===== src/rtl/lif_neuron_fsm.sv =====
// lif_neuron_fsm: leaky integrate-and-fire neuron sequenced by a small FSM.
// Each integration step is LEAK (sample current, compute leak) then ACC
// (update the membrane with saturation). Crossing the threshold fires a
// one-cycle spike.
// Optional feature macro: LIF_NEURON_REFRACTORY_EN adds a refractory period
// (REFRAC state plus a down-counter) after every spike. Without it, FIRE
// returns directly to LEAK.
module lif_neuron_fsm #(
  parameter logic signed [17:0] V_TH       = 18'sd4096,
  parameter logic signed [17:0] V_RESET    = 18'sd0,
  parameter int unsigned        LEAK_SHIFT = 4,
  parameter int unsigned        REF_CYCLES = 4
) (
  input  logic               clk,
  input  logic               reset,
  input  logic               enable,
  input  logic signed [17:0] i_in,
  output logic signed [17:0] v_out,
  output logic               spike
);

  // Reject parameter values the datapath cannot honour.
  if (LEAK_SHIFT < 1 || LEAK_SHIFT > 15 || REF_CYCLES < 1) begin : g_paramCheck
    $error("lif_neuron_fsm: LEAK_SHIFT must be 1..15 and REF_CYCLES >= 1");
  end

`ifdef LIF_NEURON_REFRACTORY_EN
  typedef enum logic [2:0] {
    IDLE   = 3'd0,
    LEAK   = 3'd1,
    ACC    = 3'd2,
    FIRE   = 3'd3,
    REFRAC = 3'd4
  } state_t;

  // Wide enough to hold REF_CYCLES-1, never narrower than one bit.
  localparam int unsigned REF_W = (REF_CYCLES > 1) ? $clog2(REF_CYCLES) : 1;

  logic [REF_W-1:0] r_refCnt;
`else
  typedef enum logic [2:0] {
    IDLE = 3'd0,
    LEAK = 3'd1,
    ACC  = 3'd2,
    FIRE = 3'd3
  } state_t;
`endif

  state_t             r_state;
  logic signed [17:0] r_iReg;
  logic signed [17:0] r_leakReg;

  logic signed [19:0] w_sum;
  logic signed [17:0] w_sat;

  // Membrane update: three 18-bit terms are sign-extended to 20 bits, which
  // cannot overflow, then clamped back into the 18-bit signed range.
  always_comb begin
    w_sum = {{2{v_out[17]}}, v_out}
          - {{2{r_leakReg[17]}}, r_leakReg}
          + {{2{r_iReg[17]}}, r_iReg};
    if (w_sum > 20'sd131071) begin
      w_sat = 18'sh1FFFF;
    end else if (w_sum < -20'sd131072) begin
      w_sat = 18'sh20000;
    end else begin
      w_sat = w_sum[17:0];
    end
  end

  // Sequencer: state, membrane, spike and the internal pipeline registers.
  // Dropping enable in any active state parks the FSM in IDLE without
  // touching the membrane; re-enabling resumes at LEAK.
  always_ff @(posedge clk or posedge reset) begin
    if (reset) begin
      r_state   <= IDLE;
      v_out     <= 18'sd0;
      spike     <= 1'b0;
      r_iReg    <= 18'sd0;
      r_leakReg <= 18'sd0;
`ifdef LIF_NEURON_REFRACTORY_EN
      r_refCnt  <= '0;
`endif
    end else begin
      spike <= 1'b0;
      if (r_state != IDLE && !enable) begin
        r_state <= IDLE;
      end else begin
        case (r_state)
          IDLE: begin
            if (enable) begin
              r_state <= LEAK;
            end
          end
          LEAK: begin
            r_iReg    <= i_in;
            r_leakReg <= v_out >>> LEAK_SHIFT;
            r_state   <= ACC;
          end
          ACC: begin
            if (w_sat >= V_TH) begin
              v_out   <= V_RESET;
              spike   <= 1'b1;
              r_state <= FIRE;
            end else begin
              v_out   <= w_sat;
              r_state <= LEAK;
            end
          end
          FIRE: begin
`ifdef LIF_NEURON_REFRACTORY_EN
            r_refCnt <= REF_W'(REF_CYCLES - 1);
            r_state  <= REFRAC;
`else
            r_state  <= LEAK;
`endif
          end
`ifdef LIF_NEURON_REFRACTORY_EN
          REFRAC: begin
            v_out <= V_RESET;
            if (r_refCnt == '0) begin
              r_state <= LEAK;
            end else begin
              r_refCnt <= r_refCnt - 1'b1;
            end
          end
`endif
          default: begin
            r_state <= IDLE;
          end
        endcase
      end
    end
  end

endmodule


===== config.mk =====
export PLATFORM = sky130hd
export DESIGN_NAME = lif_neuron_fsm
export DESIGN_NICKNAME = d
export VERILOG_FILES = /design/src/rtl/lif_neuron_fsm.sv
export SDC_FILE = /design/constraint.sdc
export NUM_CORES = 1
export LEC_CHECK = 0
export ABC_AREA = 1
export ABC_CLOCK_PERIOD_IN_PS = 3150
export CAP_MARGIN = 15
export CELL_PAD_IN_SITES_DETAIL_PLACEMENT = 1
export CELL_PAD_IN_SITES_GLOBAL_PLACEMENT = 2
export CORE_UTILIZATION = 34
export CTS_CLUSTER_DIAMETER = 200
export DETAILED_ROUTE_END_ITERATION = 16
export GPL_TIMING_DRIVEN = 0
export PLACE_DENSITY_LB_ADDON = 0.1
export REMOVE_ABC_BUFFERS = 1
export SYNTH_ARGS = -nofsm -noshare
export SYNTH_HDL_FRONTEND = slang
export SYNTH_SLANG_ARGS = --single-unit

===== constraint.sdc =====
create_clock -name clk -period 3.15 [get_ports clk]
set_input_delay 0.315 -clock clk [delete_from_list [all_inputs] [get_ports clk]]
set_output_delay 0.315 -clock clk [all_outputs]
set_load 0.02 [all_outputs]

==> results.sh <==
export IMPL_outcome="finished, final reports clean"
export IMPL_synth_cells=501
export IMPL_mostFrequentLayoutCell="nand2_1"
export IMPL_end_kind="flip-flop"
export IMPL_syn_area_um2=3846
export IMPL_crit_slowest_cell="fa_1"
export IMPL_holdBufCountCts=0
export IMPL_r2r_cells=16
export IMPL_antenna_found_initial=0
export IMPL_dr_pass1_iters=4
export IMPL_track_usage_pct=19.08
export IMPL_overflow=0
export IMPL_fin_ws_ns=0.1316
export IMPL_n_fill_cell=1326
export IMPL_drt_initial_drc_count=66
export IMPL_path_clk_slew_ns=0.07
export IMPL_arrival_ns=3.26
export IMPL_grt_max_degree=43
export IMPL_finalWirelength_mm=10.63
export IMPL_drc=0
export IMPL_h_tree_depth=2
export IMPL_worst_pin_slew_ns=0.8696
export IMPL_multi_input_area_um2=2547
export IMPL_ys_warn_count=0
export IMPL_cts_sinks=53
export IMPL_postRouteAntennaNets=0
export IMPL_clk_latency_ns=0.31
export IMPL_areaGrowthSynthToFinish_pct=35.46
export IMPL_cp_max_fo=8
export IMPL_fin_setup_tns_ns=0
export IMPL_dp_cells=672
export IMPL_startpoint_type="flip-flop"
export IMPL_die_area_um2=11740
export IMPL_routabilityCongestion=0.8259
export IMPL_fin_cells=704
export IMPL_crit_buf_inv=4
export IMPL_fmax_mhz=331.3
export IMPL_crit_family="adder cells"
export IMPL_hold_violations=0
export IMPL_grt_pass1_vias=3525
export IMPL_period_minus_slack_ns=3.018
export IMPL_wl_per_cell_um=15.10
export IMPL_synth_seq_cells=53
export IMPL_required_ns=3.39
export IMPL_io_pins=40
export IMPL_r2r_end="v_out[2]"
export IMPL_final_nets=622
export IMPL_synth_seq_area_share_pct=34.48
export IMPL_start_util_pct=35.17
export IMPL_synth_cell_types=29
export IMPL_std_cell_rows=38
export IMPL_cp_slowest_stage_delay_ns=0.55
export IMPL_die_width_um=108.4
export IMPL_worstPathCellList="inv_2, fa_1, inv_1, ha_4, nand2_2, o21ai_0, a21oi_2, buf_4, nand3_2, nand4_1, nand2_4, nand2_4, o21bai_4, buf_12, nand2_2, nand2_2"
export IMPL_clock_tree_buffer_depth=2
export IMPL_avgSynthCellArea_um2=7.677
export IMPL_finClkSkew_ns=0.008092
export IMPL_slew_headroom_pct=41.96
export IMPL_io_buffers=39
export IMPL_die_y_um=108.4
export IMPL_r2r_slack_ns=0.13
export IMPL_place_ws_ns=-0.4411
export IMPL_via_count=3360
export IMPL_regArea_um2=1328
export IMPL_dp_hpwl_mm=7.777
export IMPL_cpMostUsedCell="nand2_2"
export IMPL_cts_tree="built"
export IMPL_setup_violations=0
export IMPL_cts_made_buffers=5
export IMPL_core_um2=10940
export IMPL_grt_pass1_wl_mm=17.04
export IMPL_finalCritPeriodShare_pct=95.82
export IMPL_final_cell_mix="nand2_1 (91), inv_1 (84), dfrtp_1 (52)"
export IMPL_vias_per_cell=4.773
export IMPL_hold_path_class="primary input to asynchronous set/reset pin"
export IMPL_r2r_start="v_out[15]"
export IMPL_path_class="flip-flop to flip-flop"
export IMPL_cts_root_buf="clkbuf_16"
export IMPL_report_final_slew_viol_count=0
export IMPL_maxCapViolCount=0
export IMPL_layout_drive_gt1_share_pct=28.01
export IMPL_antenna_cells=0
-- synthesized netlist by cell type, drive strengths merged --
library cell  instances  area (µm²)
nand3                18       115.1
buf                   1       11.26
a21o                  1       7.510
nor4                  1       12.51
nor2                 37       148.9
o21ai                32       160.2
nor3                  3       15.01
a21oi                45       232.7
and2                  2       12.51
clkbuf                9       33.78
inv                  99       371.6
dfrtp                53        1326
nand2               142       605.6
ha                   20       250.2
o21bai                2       26.28
fa                   18       360.4
xnor2                 8       70.07
mux2                  1       11.26
xor2                  5       43.79
nand4                 4       31.28
-- per-layer routing --
layer	share of wire, %	global-route usage, %	routed length, µm
met4	1.7	5.405	185
met2	53	33.85	5594
met3	2.0	3.617	209
met1	44	23.42	4642
met5	0	0	0
-- cell type report --
class                   count  share of cell area (%)
clock buffers               6                   2.666
clock inverters             2                  0.2642
inverters                  99                   7.133
multi-input cells         339                   48.90
flip-flops and latches     53                   25.48
well taps                 140                   3.362
repair buffers             65                   12.20
-- per-stage QoR --
step                area (µm²)  utilization, %  hold slack [ns]
global placement          4367           39.93           0.4593
CTS                       4708           43.05           0.4104
floorplan                 3801               -           0.4409
detailed placement        4412           40.34           0.4813
finish                    5210           47.64           0.3897
global route              5210           47.64           0.4443
-- worst max-delay path by stage --
stage / slack [ns] / cells past startpoint / endpoint / startpoint
after floorplan: 0.13 / 19 / v_out[10] / v_out[9]
after global placement: -0.40 / 15 / v_out[9] / v_out[12]
after detailed placement: -0.44 / 15 / v_out[9] / v_out[12]
after CTS: 0.007 / 20 / v_out[9] / v_out[7]
after global routing: -0.06 / 16 / v_out[5] / v_out[17]
final: 0.13 / 16 / v_out[2] / v_out[15]
-- repair_timing --
action / CTS / global route
resized for setup: 18 / 91
setup endpoints to repair: 18 / 19
hold endpoints to repair: 0 / 0
pin swaps: 5 / 30
setup buffers: 5 / 19
-- logic make-up (layout without fill, tap and decap cells) --
| kind of cell | count (synthesis) | after routing | share of synthesized area (%) |
|---|---|---|---|
| AOI/OAI and AO/OA | 80 | 80 | 11.09 |
| buffers and inverters | 109 | 172 | 10.83 |
| muxes | 1 | 1 | 0.2928 |
| and+or+nand+nor | 207 | 207 | 24.46 |
| DFF | 53 | 53 | 34.48 |
| xor gates and xnor gates | 13 | 13 | 2.960 |
| adders and majority gates | 38 | 38 | 15.88 |
-- state kept, by name, summed over array words and instances, names as in the netlist --
signal / flops
r_state: 2
spike: 1
r_iReg: 18
r_leakReg: 14
v_out: 18
-- worst reg2reg max path, delay by kind of cell (launching register included) --
| kind | cells | cell delay, ns |
|---|---|---|
| DFF | 1 | 0.38 |
| and+or+nand+nor | 7 | 0.77 |
| adders and majority gates | 2 | 0.86 |
| AOI/OAI and AO/OA | 3 | 0.49 |
| buffers and inverters | 4 | 0.46 |
Power is left out: the tool's default activity adds up to more than one toggle a clock period on the data nets, which glitch-free logic cannot reach.
